[src/rtl/adder_pkg.sv]
// Shared definitions for the adder operand input stage.
package adder_pkg;

  localparam int unsigned ADDER_WIDTH = 2;

  typedef enum logic [1:0] {
    IDLE,
    PRESS_WAIT,
    HELD,
    RELEASE_WAIT
  } btn_state_e;

  // Debounce counter width; never below one bit so the counter always exists.
  function automatic int unsigned cnt_width(input int unsigned cycles);
    return (cycles <= 2) ? 1 : $clog2(cycles);
  endfunction

endpackage

[src/rtl/sync_2ff.sv]
// Two-flop synchronizer for a group of asynchronous inputs.
module sync_2ff #(
  parameter int unsigned WIDTH = 1
) (
  input  logic             clk,
  input  logic             rst_n,
  input  logic [WIDTH-1:0] d,
  output logic [WIDTH-1:0] q
);

  logic [WIDTH-1:0] meta;

  always_ff @(posedge clk or negedge rst_n) begin
    if (!rst_n) begin
      meta <= '0;
      q    <= '0;
    end else begin
      meta <= d;
      q    <= meta;
    end
  end

endmodule

[src/rtl/adder_operand_capture.sv]
// Synchronizes switch operands and a load button, debounces the button and
// captures one operand set per confirmed press behind a valid/ready handshake.
module adder_operand_capture
  import adder_pkg::*;
#(
  parameter int unsigned WIDTH           = ADDER_WIDTH,
  parameter int unsigned DEBOUNCE_CYCLES = 1000000
) (
  input  logic             clk,
  input  logic             rst_n,
  input  logic [WIDTH-1:0] sw_a,
  input  logic [WIDTH-1:0] sw_b,
  input  logic             sw_cin,
  input  logic             btn_load,
  output logic [WIDTH-1:0] op_a,
  output logic [WIDTH-1:0] op_b,
  output logic             op_cin,
  output logic             op_valid,
  input  logic             op_ready,
  output logic             overrun
);

  localparam int unsigned     CNT_W    = cnt_width(DEBOUNCE_CYCLES);
  localparam logic [CNT_W-1:0] CNT_LAST = CNT_W'(DEBOUNCE_CYCLES - 1);

  logic [2*WIDTH:0] sw_s;
  logic             btn_s;
  logic [WIDTH-1:0] a_s;
  logic [WIDTH-1:0] b_s;
  logic             cin_s;

  btn_state_e       state;
  logic [CNT_W-1:0] cnt;
  logic             press_confirmed;

  sync_2ff #(.WIDTH(2*WIDTH+1)) u_sync_sw (
    .clk   (clk),
    .rst_n (rst_n),
    .d     ({sw_a, sw_b, sw_cin}),
    .q     (sw_s)
  );

  sync_2ff #(.WIDTH(1)) u_sync_btn (
    .clk   (clk),
    .rst_n (rst_n),
    .d     (btn_load),
    .q     (btn_s)
  );

  assign a_s   = sw_s[2*WIDTH -: WIDTH];
  assign b_s   = sw_s[WIDTH -: WIDTH];
  assign cin_s = sw_s[0];

  always_comb begin
    press_confirmed = 1'b0;
    if (state == PRESS_WAIT && btn_s && cnt == CNT_LAST)
      press_confirmed = 1'b1;
  end

  // Counter only runs in the two qualifying states; any level mismatch or
  // state change returns it to zero.
  always_ff @(posedge clk or negedge rst_n) begin
    if (!rst_n) begin
      state <= IDLE;
      cnt   <= '0;
    end else begin
      case (state)
        IDLE: begin
          cnt <= '0;
          if (btn_s) state <= PRESS_WAIT;
        end
        PRESS_WAIT: begin
          if (!btn_s) begin
            state <= IDLE;
            cnt   <= '0;
          end else if (cnt == CNT_LAST) begin
            state <= HELD;
            cnt   <= '0;
          end else begin
            cnt <= cnt + CNT_W'(1);
          end
        end
        HELD: begin
          cnt <= '0;
          if (!btn_s) state <= RELEASE_WAIT;
        end
        RELEASE_WAIT: begin
          if (btn_s) begin
            state <= HELD;
            cnt   <= '0;
          end else if (cnt == CNT_LAST) begin
            state <= IDLE;
            cnt   <= '0;
          end else begin
            cnt <= cnt + CNT_W'(1);
          end
        end
        default: begin
          state <= IDLE;
          cnt   <= '0;
        end
      endcase
    end
  end

  always_ff @(posedge clk or negedge rst_n) begin
    if (!rst_n) begin
      op_a     <= '0;
      op_b     <= '0;
      op_cin   <= 1'b0;
      op_valid <= 1'b0;
      overrun  <= 1'b0;
    end else if (press_confirmed && (!op_valid || op_ready)) begin
      op_a     <= a_s;
      op_b     <= b_s;
      op_cin   <= cin_s;
      op_valid <= 1'b1;
    end else begin
      if (op_valid && op_ready) op_valid <= 1'b0;
      if (press_confirmed)      overrun  <= 1'b1;
    end
  end

endmodule

[config.mk]
export PLATFORM = sky130hd
export DESIGN_NAME = adder_operand_capture
export DESIGN_NICKNAME = d
export VERILOG_FILES = /design/src/rtl/adder_pkg.sv /design/src/rtl/sync_2ff.sv /design/src/rtl/adder_operand_capture.sv
export SDC_FILE = /design/constraint.sdc
export NUM_CORES = 1
export LEC_CHECK = 0
export ABC_CLOCK_PERIOD_IN_PS = 2690
export CAP_MARGIN = 10
export CORE_AREA = 8 8 68 70
export DETAILED_ROUTE_END_ITERATION = 8
export DIE_AREA = 0 0 76 78
export PLACE_DENSITY_LB_ADDON = 0.15
export SLEW_MARGIN = 20
export SYNTH_ARGS = -nofsm -noshare
export SYNTH_HDL_FRONTEND = slang
export SYNTH_SLANG_ARGS = --single-unit
[constraint.sdc]
create_clock -name clk -period 2.69 [get_ports clk]
set_clock_uncertainty 0.15 [all_clocks]
set_input_delay 0.538 -clock clk [delete_from_list [all_inputs] [get_ports clk]]
set_output_delay 0.538 -clock clk [all_outputs]
set_load 0.005 [all_outputs]
==> Flow_metrics.wiki <==
{| class="wikitable"
! Metric !! Value
|-
| Worst max-slew margin expressed relative to the limit || 43.3%
|-
| Final worst path period need || 2200 ps
|-
| Unrepaired setup endpoints after global routing || false
|-
| H-Tree Level Count || 2
|-
| Die boundary height || 78 um
|-
| Die Outline Area || 0.00593 mm2
|-
| Critical path required time || 2770 ps
|-
| Avg WL per Cell || 13.3 um
|-
| Final worst slack || 491 ps
|-
| Post-route cell area || 0.00199 mm2
|-
| Worst flop-to-flop path startpoint || cnt[0]
|-
| Area of the placeable core || 0.00355 mm2
|-
| Global-route wire length before repair || 5120 um
|-
| Worst Max-Slew Pin Slew || 850 ps
|-
| Total routing usage reported by global routing || 10.6%
|-
| Number of vias per cell || 5.22
|-
| Library cell occupying the most area in the post-synthesis netlist || sky130_fd_sc_hd__dfrtp_1
|-
| Static power due to leakage || 0.828 nW
|-
| Worst stage delay on the critical path || 420 ps
|-
| Leading post-synthesis cells by cell area || sky130_fd_sc_hd__dfrtp_1 60%, sky130_fd_sc_hd__xnor2_1 6.2%, sky130_fd_sc_hd__nor2_1 4.4%, sky130_fd_sc_hd__mux2_2 3.3%, sky130_fd_sc_hd__nand3_1 2.1%
|-
| Library cell contributing the largest single delay on the critical path || sky130_fd_sc_hd__dfrtp_1
|-
| Startpoint of the worst setup timing path || cnt[0]
|-
| Maximum resistive drop on vdd || 0.297 mV
|-
| Final number of hold-violating endpoints || 0
|-
| Gate family responsible for the most delay along the worst path || simple AND/OR/NAND/NOR gates
|-
| Combined buffer and inverter count along the critical path || 0
|-
| Detailed Route Iter0 Violations || 78
|-
| Routability-driven placement congestion ratio || 0.779
|-
| Arrival time reported for the critical path endpoint || 2270 ps
|-
| Router iterations before antenna repair || 4
|-
| Clock root buffer master || sky130_fd_sc_hd__clkbuf_4
|-
| Yosys warning total || 0
|-
| Starting utilization of the core area || 47.9%
|-
| Finished Core Util || 56.2%
|-
| Result of the run || finished, final reports clean
|-
| Worst hold margin || 142 ps
|-
| Kind of start point of the critical path || flop
|-
| Number of gates resized after CTS || 0
|-
| Clock buffer depth || 2
|-
| Ant diodes || 0
|-
| Share of cells above drive strength 1 || 10.7%
|-
| Count of cell types in the netlist || 32
|-
| Clock sink count || 41
|-
| Summed negative setup slack over all endpoints || 0 ps
|-
| Cell area after technology mapping || 0.00170 mm2
|-
| Clk pwr share || 41.9%
|-
| Post-synthesis net count || 159
|-
| Type of element capturing the critical path || flop
|-
| Number of max-cap violations || 0
|-
| Portion of the clock cycle consumed by the worst path in the final layout || 81.8%
|-
| Area growth from synthesis to layout || 17.2%
|-
| Post-Synthesis Cells || 149
|-
| Clock tree from TritonCTS || done
|-
| Pre-CTS WS || 463 ps
|-
| Syn Area/Cell || 11.4 um2
|-
| Cells along the critical path || ha_1, nand3_1, nor4_1, and4_1, mux2_2
|-
| Number of antenna violations at the first check in global routing || 0
|-
| TritonCTS Buffers || 5
|-
| Relative contribution of sequential cells to total power || 55.2%
|-
| Vias || 1127
|-
| Remaining global-route overflow || 0
|-
| Area fraction of the dominant cell type after synthesis || 60.3%
|-
| Placed inst area || 0.00189 mm2
|-
| Number of remaining DRC errors || 0
|-
| Sw power || 0.216 mW
|-
| Number of global-route vias before repair || 1087
|-
| Post-synthesis sequential area ratio || 60.3%
|-
| Switching Fraction || 18.9%
|-
| Kind of path behind the tightest hold check || primary input to async pin
|-
| Maximum number of pins on one net before global-route repair || 42
|-
| Die X || 76 um
|-
| Number of top-level pins || 16
|-
| Postcts setup bufs || 0
|-
| Total wire length || 2870 um
|-
| Half-perimeter wire length after detailed placement || 2090 um
|-
| Final setup fails || 0
|-
| Crit path max fanout || 8
|-
| Post-CTS Hold Fix Bufs || 0
|-
| Power Total || 1.14 mW
|-
| Pins Over Slew Limit || 0
|-
| Remaining number of nets flagged by the antenna check after routing || 0
|-
| Combinational cell fraction of total power || 2.9%
|-
| Filler-free cell count of the finished design || 216
|-
| Total power divided by cell area || 574 mW/mm2
|-
| Cells after DPL || 208
|-
| Final-layout fill cell count || 295
|-
| Internal power of the cells || 0.928 mW
|-
| Clock latency on the worst-skew pair || 340 ps
|-
| FF+latch count, synth || 41
|-
| Port-buffer cells || 15
|-
| Clock input transition at the sequential cells of the worst setup and hold paths || 120 ps
|-
| Rows || 22
|-
| Peak Freq || 455 MHz
|-
| Category of the critical setup timing path || flop to flop
|-
| Fin nets || 177
|}
-- power groups by stage --
stage	Clock, mW	Combinational, mW	Sequential [mW]
4_1_cts	0.492	0.0347	0.632
3_5_place_dp	0	0.0346	0.644
5_1_grt	0.520	0.0385	0.634
2_1_floorplan	0	0.00915	0.643
3_3_place_gp	0	0.0337	0.643
6_report	0.479	0.0333	0.632
-- state kept, by name (all words and copies together) (netlist names), named ones only --
signal	count
op_valid	1
op_a	2
u_sync_btn.meta	1
u_sync_sw.q	5
state	1
op_b	2
u_sync_sw.meta	5
overrun	1
op_cin	1
u_sync_btn.q	1
cnt	20
-- synth_stat cells (all sizes together) --
master and n:
a21o 1, a21oi 6, and2 1, and4 1
and4b 1, buf 3, clkbuf 2, dfrtp 41
ha 1, inv 8, mux2 6, nand2 6
nand2b 1, nand3 7, nand3b 1, nand4 3
nand4b 1, nor2 20, nor3 2, nor4 6
o21ai 2, o22ai 1, o31ai 3, o41ai 1
or2 1, or3 5, or4 4, xnor2 12
xor2 2
-- final timing paths --
path                                   to  slack (ps)  cells past startpoint
setup / recovery                   op_cin         490                      5
hold / removal                    cnt[10]         140                      1
setup reg to reg                   op_cin         490                      5
hold reg to reg            u_sync_sw.q[4]         210                      0
max in group asynchronous    u_sync_btn.q        1710                      1
min in group clk           u_sync_sw.q[4]         210                      0
-- worst register-to-register path, cell delays in order, from the launching register on --
cell and delay [ps]:
sky130_fd_sc_hd__dfrtp_1 420, sky130_fd_sc_hd__ha_1 200, sky130_fd_sc_hd__nand3_1 250, sky130_fd_sc_hd__nor4_1 340, sky130_fd_sc_hd__and4_1 360, sky130_fd_sc_hd__mux2_2 360
-- cells in the final DEF, fill, tap and decap left out, drive strengths merged --
| cell | count |
|---|---|
| o31ai | 3 |
| xor2 | 2 |
| nand4b | 1 |
| a21o | 1 |
| and4 | 1 |
| or4 | 4 |
| dfrtp | 41 |
| or3 | 5 |
| bufinv | 2 |
| and4b | 1 |
| o22ai | 1 |
| or2 | 1 |
| nor2 | 20 |
| nand2b | 1 |
| clkbuf | 5 |
| clkinv | 1 |
| nand4 | 3 |
| o41ai | 1 |
| nand2 | 6 |
| nand3 | 7 |
| inv | 8 |
| a21oi | 6 |
| clkdlybuf4s50 | 14 |
| o21ai | 2 |
| buf | 2 |
| ha | 1 |
| mux2 | 6 |
| nor3 | 2 |
| nand3b | 1 |
| xnor2 | 12 |
| nor4 | 6 |
| and2 | 1 |
-- final cells by class --
class                      instances  area (um2)  share of cell area [%]
clock inverter                     3        65.1                    3.26
inverter                           8        30.0                    1.51
tap                               48        60.1                    3.01
clock buffer                       5        37.5                    1.88
timing repair buffer              16         153                    7.65
multi-input combinational         95         623                    31.2
sequential                        41        1030                    51.4
-- cell families (layout without fill, tap and decap cells) --
group | count (synthesis) | in the layout | synth area share (%)
muxes | 6 | 6 | 3.97
AOI/OAI and AO/OA | 14 | 14 | 5.00
DFF | 41 | 41 | 60.3
buffers and inverters | 13 | 32 | 3.09
adders and majority gates | 1 | 1 | 0.735
and+or+nand+nor | 60 | 60 | 19.7
xor gates and xnor gates | 14 | 14 | 7.21
-- per-layer routing --
| metal | global-route usage [%] | up-vias | part of all wire [%] |
|---|---|---|---|
| met2 | 16.7 | 13 | 48 |
| li1 | - | 553 | - |
| met5 | 0 | - | 0 |
| met4 | 4.71 | 0 | 1.0 |
| met3 | 3.46 | 4 | 3.7 |
| met1 | 13.0 | 557 | 47 |
(Power assumes the default switching activity.)
